[config.mk]
export PLATFORM = sky130hd
export DESIGN_NAME = vga_sprite_engine_flat
export DESIGN_NICKNAME = d
export VERILOG_FILES = /design/src/rtl/vga_sprite_engine_if.sv /design/src/rtl/vga_sprite_engine.sv /design/src/flat_wrapper.sv
export SDC_FILE = /design/constraint.sdc
export NUM_CORES = 1
export LEC_CHECK = 0
export BUFFER_PORTS_ARGS = -buffer_cell sky130_fd_sc_hd__buf_2
export CORE_MARGIN = 8
export CORE_UTILIZATION = 45
export DETAILED_ROUTE_END_ITERATION = 7
export PLACE_DENSITY = 0.78
export SLEW_MARGIN = 20
export SYNTH_ARGS = -nofsm -noshare
export SYNTH_HDL_FRONTEND = slang
export SYNTH_SLANG_ARGS = --single-unit
[constraint.sdc]
create_clock -name clk -period 5.1 [get_ports clk]
set_input_delay 0.765 -clock clk [delete_from_list [all_inputs] [get_ports clk]]
set_output_delay 0.765 -clock clk [all_outputs]
set_load 0.01 [all_outputs]
[src/rtl/vga_sprite_engine_if.sv]
// Pixel-timing and ROM bundle for the sprite engine.
// The master side supplies coordinates and ROM data; the slave drives address and colour.
interface vga_sprite_engine_if #(
  parameter int ADDR_W = 15
);
  logic [10:0]       hc;
  logic [10:0]       vc;
  logic              blank;
  logic [10:0]       x0;
  logic [10:0]       y0;
  logic              pos_load;
  logic [7:0]        mem_value;
  logic [ADDR_W-1:0] rom_addr;
  logic [2:0]        R;
  logic [2:0]        G;
  logic [1:0]        B;
  logic              hit;

  modport master (
    output hc, vc, blank, x0, y0, pos_load, mem_value,
    input  rom_addr, R, G, B, hit
  );

  modport slave (
    input  hc, vc, blank, x0, y0, pos_load, mem_value,
    output rom_addr, R, G, B, hit
  );
endinterface

[src/rtl/vga_sprite_engine.sv]
// Scaled, colour-keyed sprite overlay with double-buffered position.
// Fixed latency of ROM_LAT+2 clocks from hc/vc to RGB/hit.
module vga_sprite_engine #(
  parameter int          IMG_W    = 344,
  parameter int          IMG_H    = 48,
  parameter int          ADDR_W   = 15,
  parameter int          SCALE_SH = 0,
  parameter int          ROM_LAT  = 1,
  parameter int          KEY_EN   = 1,
  parameter logic [7:0]  KEY      = 8'hE3,
  parameter logic [7:0]  BG       = 8'h00
) (
  input logic clk,
  input logic rst,
  vga_sprite_engine_if.slave sp
);

  localparam logic [11:0] BOX_W = 12'(IMG_W << SCALE_SH);
  localparam logic [11:0] BOX_H = 12'(IMG_H << SCALE_SH);

  logic [10:0] shx_q, shx_d;
  logic [10:0] shy_q, shy_d;
  logic [10:0] ax_q, ax_d;
  logic [10:0] ay_q, ay_d;

  logic [ADDR_W-1:0] addr_q, addr_d;
  logic [ROM_LAT:0]  vld_q, box_q, blk_q;
  logic [7:0]        rgb_q, rgb_d;
  logic              hit_q, hit_d;

  logic [11:0] hc12, vc12, ax12, ay12;
  logic [11:0] dx, dy, sx, sy;
  logic        frame_start;
  logic        in_box;

  // A load in the frame-start cycle lands in shadow only.
  always_comb begin
    frame_start = (sp.hc == 11'd0) && (sp.vc == 11'd0);
    shx_d = sp.pos_load ? sp.x0 : shx_q;
    shy_d = sp.pos_load ? sp.y0 : shy_q;
    ax_d  = frame_start ? shx_q : ax_q;
    ay_d  = frame_start ? shy_q : ay_q;
  end

  always_comb begin
    hc12   = {1'b0, sp.hc};
    vc12   = {1'b0, sp.vc};
    ax12   = {1'b0, ax_q};
    ay12   = {1'b0, ay_q};
    in_box = (hc12 >= ax12) && (hc12 < ax12 + BOX_W) &&
             (vc12 >= ay12) && (vc12 < ay12 + BOX_H);
    dx     = hc12 - ax12;
    dy     = vc12 - ay12;
    sx     = dx >> SCALE_SH;
    sy     = dy >> SCALE_SH;
    addr_d = '0;
    if (in_box)
      addr_d = ADDR_W'(sy) * ADDR_W'(IMG_W) + ADDR_W'(sx);
  end

  localparam int L = ROM_LAT;

  always_comb begin
    rgb_d = BG;
    hit_d = 1'b0;
    if (!vld_q[L] || blk_q[L]) begin
      rgb_d = 8'h00;
    end else if (!box_q[L]) begin
      rgb_d = BG;
    end else if ((KEY_EN != 0) && (sp.mem_value == KEY)) begin
      rgb_d = BG;
    end else begin
      rgb_d = sp.mem_value;
      hit_d = 1'b1;
    end
  end

  always_ff @(posedge clk) begin
    if (rst) begin
      shx_q  <= '0;
      shy_q  <= '0;
      ax_q   <= '0;
      ay_q   <= '0;
      addr_q <= '0;
      vld_q  <= '0;
      box_q  <= '0;
      blk_q  <= '0;
      rgb_q  <= '0;
      hit_q  <= 1'b0;
    end else begin
      shx_q  <= shx_d;
      shy_q  <= shy_d;
      ax_q   <= ax_d;
      ay_q   <= ay_d;
      addr_q <= addr_d;
      vld_q  <= {vld_q[L-1:0], 1'b1};
      box_q  <= {box_q[L-1:0], in_box};
      blk_q  <= {blk_q[L-1:0], sp.blank};
      rgb_q  <= rgb_d;
      hit_q  <= hit_d;
    end
  end

  assign sp.rom_addr = addr_q;
  assign sp.R        = rgb_q[7:5];
  assign sp.G        = rgb_q[4:2];
  assign sp.B        = rgb_q[1:0];
  assign sp.hit      = hit_q;

endmodule

[src/flat_wrapper.sv]
// flat-port wrapper written by rule: the top's interface ports become plain ports
module vga_sprite_engine_flat 
#(
  parameter int          IMG_W    = 344,
  parameter int          IMG_H    = 48,
  parameter int          ADDR_W   = 15,
  parameter int          SCALE_SH = 0,
  parameter int          ROM_LAT  = 1,
  parameter int          KEY_EN   = 1,
  parameter logic [7:0]  KEY      = 8'hE3,
  parameter logic [7:0]  BG       = 8'h00
)
  (clk, rst, sp_hc, sp_vc, sp_blank, sp_x0, sp_y0, sp_pos_load, sp_mem_value, sp_rom_addr, sp_R, sp_G, sp_B, sp_hit);
  vga_sprite_engine_if #(.ADDR_W(ADDR_W)) sp_i ();
  input logic clk;
  input logic rst;
  input wire logic [$bits(sp_i.hc)-1:0] sp_hc;
  input wire logic [$bits(sp_i.vc)-1:0] sp_vc;
  input wire logic [$bits(sp_i.blank)-1:0] sp_blank;
  input wire logic [$bits(sp_i.x0)-1:0] sp_x0;
  input wire logic [$bits(sp_i.y0)-1:0] sp_y0;
  input wire logic [$bits(sp_i.pos_load)-1:0] sp_pos_load;
  input wire logic [$bits(sp_i.mem_value)-1:0] sp_mem_value;
  output wire logic [$bits(sp_i.rom_addr)-1:0] sp_rom_addr;
  output wire logic [$bits(sp_i.R)-1:0] sp_R;
  output wire logic [$bits(sp_i.G)-1:0] sp_G;
  output wire logic [$bits(sp_i.B)-1:0] sp_B;
  output wire logic [$bits(sp_i.hit)-1:0] sp_hit;
  assign sp_i.hc = sp_hc;
  assign sp_i.vc = sp_vc;
  assign sp_i.blank = sp_blank;
  assign sp_i.x0 = sp_x0;
  assign sp_i.y0 = sp_y0;
  assign sp_i.pos_load = sp_pos_load;
  assign sp_i.mem_value = sp_mem_value;
  assign sp_rom_addr = sp_i.rom_addr;
  assign sp_R = sp_i.R;
  assign sp_G = sp_i.G;
  assign sp_B = sp_i.B;
  assign sp_hit = sp_i.hit;
  vga_sprite_engine #(.IMG_W(IMG_W), .IMG_H(IMG_H), .ADDR_W(ADDR_W), .SCALE_SH(SCALE_SH), .ROM_LAT(ROM_LAT), .KEY_EN(KEY_EN), .KEY(KEY), .BG(BG)) u_core (.clk(clk), .rst(rst), .sp(sp_i));
endmodule
==> results of run 1 <==
[logic make-up (layout without fill, tap and decap cells)]
family          after synthesis  in the layout  share of synthesized area [%]
simple gates                153            153                           13.5
buf+inv                      85            243                           6.15
mux                          44             44                           8.23
flops                        74             74                           27.7
compound gates               99             99                           12.3
fa+ha+maj                    91             91                           23.5
xor+xnor                     51             51                           8.62
[worst paths after layout]
path	to	slack (ps)	cells past startpoint	startpoint
worst min register to register	u_core.blk_q[1]	440	1	u_core.blk_q[0]
worst max register to register	u_core.sp.rom_addr[14]	30	24	u_core.ay_q[0]
worst min-delay path	u_core.blk_q[1]	440	1	u_core.blk_q[0]
worst max-delay path	u_core.sp.rom_addr[14]	-130	26	sp_vc[0]
[per-layer routing]
layer  vias to the layer above  GRT usage (%)  routed length, um
li1                       2356              -                  -
met1                      2220           18.9               5910
met2                        98           30.5               6840
met3                        23           3.87                543
met4                         0           6.52                301
met5                         -              0                  0
[layout by cell type (no fill, tap or decap), types with 4 or more instances in the layout]
cell / instances
a211o_1: 4
a211oi_1: 4
a21o_1: 7
a21oi_1: 24
and2_1: 9
buf_2: 78
buf_4: 73
clkbuf_16: 9
dfxtp_1: 74
fa_1: 15
ha_1: 68
ha_4: 7
inv_1: 61
inv_2: 10
mux2i_1: 44
nand2_1: 14
nand4_1: 5
nor2_1: 80
nor2b_1: 8
nor3_1: 7
nor4_1: 5
o211ai_1: 4
o21a_1: 5
o21ai_0: 9
o21ai_1: 11
o21bai_1: 4
xnor2_1: 30
xnor2_2: 6
xor2_1: 14
[through the flow]
stage          power, mW  setup TNS (ps)
6_report            3.43            -169
5_1_grt             3.67            -947
4_1_cts             3.17            -155
3_5_place_dp        2.40           -2690
3_3_place_gp        2.32           -1910
2_1_floorplan       1.81            -449
[where the power goes]
| group | internal (mW) | switching, mW | leakage [nW] |
|---|---|---|---|
| Clock | 0.338 | 0.270 | 0.131 |
| Sequential | 0.597 | 0.00765 | 0.602 |
| Combinational | 1.19 | 1.02 | 2.50 |
| Total | 2.13 | 1.30 | 3.23 |
[what timing repair did]
action,in CTS,in global routing
pin swaps,34,21
setup buffers,12,2
setup endpoints to repair,4,5
gates resized for setup,22,21
[final cells by class]
class / instances / share of cell area (%)
multi-input combinational: 438 / 54.1
sequential: 74 / 21.1
timing repair buffer: 155 / 14.1
inverter: 72 / 4.03
clock buffer: 9 / 3.21
tap: 147 / 2.62
clock inverter: 7 / 0.855
[critical path: cells and delay by family]
| kind | cells | cell delay, ps |
|---|---|---|
| fa+ha+maj | 6 | 1950 |
| xor+xnor | 3 | 500 |
| simple gates | 3 | 280 |
| buf+inv | 7 | 560 |
| compound gates | 7 | 1410 |
[registers in the layout, indices dropped and copies added (netlist names)]
signal              count
u_core.shx_q           11
u_core.sp.hit           1
u_core.ax_q            11
u_core.vld_q            2
u_core.ay_q            11
u_core.rgb_q            8
u_core.sp.rom_addr     15
u_core.blk_q            2
u_core.box_q            2
u_core.shy_q           11
==> qor.csv, run 1 <==
stage,metric,value,unit
pwr,leakagePower,3.23,nW
setup_path,startpoint_type,input port,
pwr,vdd_drop_max,274,uV
route,wl_per_cell,15.1,um
final_layout,area_delta_synth_final,31.2,%
clock_tree,cts_sinks,74,
flow_run,max_cap_viol_count,0,
yosys,yosysTopAreaCell,dfxtp_1,
yosys,synth_edf_count,0,
sta,fin_crit_sh,103,%
sta,period_minus_slack,5230,ps
sta,tightestPinTransition,891,ps
yosys,synthFlopType,dfxtp_1,
clock_tree,cts-root-buf,clkbuf_16,
hold_path,hp-class,reg -> reg,
setup_path,critPathSlowestCell,fa_1,
sta,drv_slew,0,
global_route,gr-usage-all-layers,16.9,%
route,via_per_inst,5.21,
setup_path,critPathRequiredTime,5340,ps
run_status,run_status,"complete, but fails checks",
route,dr.first_iter.drc_count,168,
yosys,synth_top_cell_area_share,27.7,%
global_route,antenna_found_initial,0,
run_status,violations,setup timing,
floorplan,dieArea,0.0156,mm2
floorplan,core_area,0.0118,mm2
global_route,grt_pass1_wl,22.2,mm
route,drt-total-wl,13.6,mm
final_layout,final_core_util,59.5,%
clock_tree,cts.clk_slew.worst_paths,70,ps
place,place_congestion,0.876,
floorplan,die_y,125,um
yosys,yosysWarnings,0,
floorplan,start_util,45.3,%
final_layout,fin_cells,902,
setup_path,max_stage_delay,500,ps
setup_path,critPathMaxFanout,4,
sta,setup_viol,3,
place,post-place-ws,-705,ps
pwr,power.density,488,mW/mm2
setup_path,crit_type,in -> reg,
yosys,synthCells,597,
final_layout,register_area,0.00148,mm2
route,vias,4697,
final_layout,layout-drive-gt1-share,29.5,%
yosys,yosysMostFrequentCell,nor2_1,
yosys,synthDistinctLibCells,53,
clock_tree,insertion_delay,350,ps
sta,rsz0062_at_grt,true,
yosys,ys_seq_elements,74,
place,dp.cells,873,
final_layout,layout.nets,897,
route,drtAntennaViolNets,0,
place,port_buffers,79,
sta,max_freq,191,MHz
clock_tree,htreeDepth,3,
floorplan,die_x,125,um
sta,whs,443,ps
sta,setup_slack,-134,ps
yosys,synthesis.area,0.00535,mm2
clock_tree,hold_buffers,0,
final_layout,multi_input_area,0.00380,mm2
yosys,syn_avg_cell_area,8.97,um2
global_route,grt_overflow,0,
yosys,synth-seq-area-share,27.7,%
place,placed_area,0.00643,mm2
sta,slew_headroom,40.6,%
setup_path,cp_common_cell,o211ai_1,
route,drc_errors,0,
clock_tree,numCtsBuffers,9,
sta,hold_violations,0,
final_layout,fill_cells,979,
clock_tree,clockBufferDepth,2,
yosys,synth_common_cells,"nor2_1, ha_1, dfxtp_1, inv_1, mux2i_1",
clock_tree,cts_tree,built,
global_route,grt_pass1_vias,4952,
final_layout,insertedDiodeCount,0,
sta,clock_skew,11.6,ps
yosys,synth-async-reset-ratio,0,%
floorplan,num_io_pins,80,
yosys,ys_top_cells_by_area,"dfxtp_1, ha_1, mux2i_1, fa_1, nor2_1",
global_route,grt_max_degree,52,
yosys,synth.net_count,744,
floorplan,fp-row-count,40,
setup_path,critPathArrivalTime,5480,ps
place,dp_hpwl,10.6,mm
setup_path,crit_path_end_kind,flip-flop,
final_layout,postLayoutCellArea,0.00702,mm2
route,first_pass_iters,4,
Power figures use the tool's default switching activity.
==> inputs of run 2 (changes only) <==
PLACE_DENSITY = 0.68   (was 0.78)
==> qor.csv, run 2 (synthesized netlist as in run 1, its figures left out) <==
stage,metric,value,unit
final_layout,fin_cells,907,
route,dr.first_iter.drc_count,172,
pwr,vdd_drop_max,304,uV
sta,setup_slack,-127,ps
clock_tree,clockBufferDepth,2,
clock_tree,cts_tree,built,
global_route,grt_overflow,0,
final_layout,insertedDiodeCount,0,
global_route,antenna_found_initial,1,
sta,period_minus_slack,5230,ps
flow_run,max_cap_viol_count,0,
route,vias,4585,
global_route,grt_pass1_vias,4952,
sta,hold_violations,0,
clock_tree,cts.clk_slew.worst_paths,70,ps
sta,setup_viol,2,
sta,tightestPinTransition,668,ps
sta,fin_crit_sh,102,%
global_route,grt_max_degree,52,
setup_path,rrSetupSlack,50,ps
route,first_pass_iters,4,
route,drt-total-wl,13.4,mm
global_route,gr-usage-all-layers,16.9,%
setup_path,max_stage_delay,550,ps
sta,drv_slew,0,
setup_path,r2r-start,u_core.ay_q[0],
setup_path,critPathArrivalTime,5460,ps
route,drc_errors,0,
floorplan,dieArea,0.0156,mm2
global_route,grt_pass1_wl,22.3,mm
floorplan,start_util,45.3,%
setup_path,crit_end,u_core.sp.rom_addr[14],
sta,whs,438,ps
place,port_buffers,79,
sta,slew_headroom,55.5,%
route,drtAntennaViolNets,0,
setup_path,startpoint,sp_vc[0],
floorplan,die_y,125,um
sta,rsz0062_at_grt,true,
setup_path,crit_path_end_kind,flip-flop,
floorplan,die_x,125,um
hold_path,hp-class,reg -> reg,
setup_path,timing.rr.end,u_core.sp.rom_addr[14],
final_layout,layout.nets,902,
setup_path,r2r_cells,23,
pwr,power.density,499,mW/mm2
run_status,run_status,"complete, but fails checks",
final_layout,largest_reg_flops,15,
route,via_per_inst,5.06,
clock_tree,htreeDepth,3,
setup_path,critPathRequiredTime,5330,ps
sta,finalSetupTns,-174,ps
floorplan,core_area,0.0118,mm2
setup_path,critPathSlowestCell,fa_1,
setup_path,crit_type,in -> reg,
clock_tree,cts_sinks,74,
place,dp_hpwl,10.4,mm
clock_tree,insertion_delay,350,ps
setup_path,critPathMaxFanout,3,
pwr,leakagePower,3.29,nW
clock_tree,cts-root-buf,clkbuf_16,
sta,max_freq,191,MHz
run_status,violations,setup timing,
clock_tree,numCtsBuffers,9,
place,place_congestion,0.880,
setup_path,startpoint_type,input port,
final_layout,final_cell_mix,"buf_2, buf_4, nor2_1",
place,dp.cells,874,
sta,clock_skew,12.9,ps
route,wl_per_cell,14.8,um
final_layout,area_delta_synth_final,33.7,%
setup_path,cp_common_cell,ha_4,
floorplan,num_io_pins,80,
final_layout,layout-drive-gt1-share,31.4,%
floorplan,fp-row-count,40,
==> run 2: worst max-delay path, delay by kind of cell <==
| family | cells | cell delay (ps) |
|---|---|---|
| buf+inv | 8 | 650 |
| fa+ha+maj | 6 | 1940 |
| compound gates | 5 | 960 |
| xor+xnor | 3 | 460 |
| simple gates | 3 | 680 |
==> run 2: where the power goes <==
part	total, mW	switching, mW	internal (mW)	leakage, nW
Clock	0.673	0.285	0.388	0.145
Sequential	0.604	0.00735	0.597	0.602
Combinational	2.29	1.05	1.24	2.54
==> run 2: per-layer routing <==
metal | part of all wire [%] | global-route usage (%) | vias up
li1 | - | - | 2352
met1 | 46 | 20.2 | 2123
met2 | 48 | 29.4 | 93
met3 | 4.3 | 4.46 | 15
met4 | 1.2 | 4.66 | 2
met5 | 0.060 | 0 | -
==> run 2: layout make-up <==
class	count	area, um2
clock buffer	9	225
clock inverter	7	82.6
fill	999	4650
inverter	72	283
multi-input combinational	438	3870
sequential	74	1480
tap	147	184
timing repair buffer	160	1030
==> run 2: stage by stage <==
step | power (mW) | setup slack [ps] | util, % | area, um2
global placement | 2.34 | -549 | 54.5 | 6430
detailed placement | 2.40 | -698 | 54.5 | 6430
floorplan | 1.81 | -292 | - | 5430
CTS | 3.14 | -152 | 58.3 | 6880
finish | 3.57 | -127 | 60.6 | 7160
global route | 3.81 | -346 | 60.6 | 7160
==> run 2: how the worst min path moves through the flow <==
stage	from	end	slack, ps	cells past startpoint
2_1_floorplan	u_core.blk_q[0]	u_core.blk_q[1]	410	1
3_3_place_gp	u_core.vld_q[0]	u_core.vld_q[1]	420	1
3_5_place_dp	u_core.blk_q[0]	u_core.blk_q[1]	430	1
4_1_cts	u_core.blk_q[0]	u_core.blk_q[1]	430	1
5_1_grt	u_core.blk_q[0]	u_core.blk_q[1]	460	1
6_report	u_core.blk_q[0]	u_core.blk_q[1]	440	1
==> run 2: repair_timing <==
action | in CTS | in global routing
pin swaps | 23 | 36
resized for setup | 13 | 43
setup endpoints to repair | 4 | 4
hold buffers | 0 | 0
setup buffers | 11 | 7
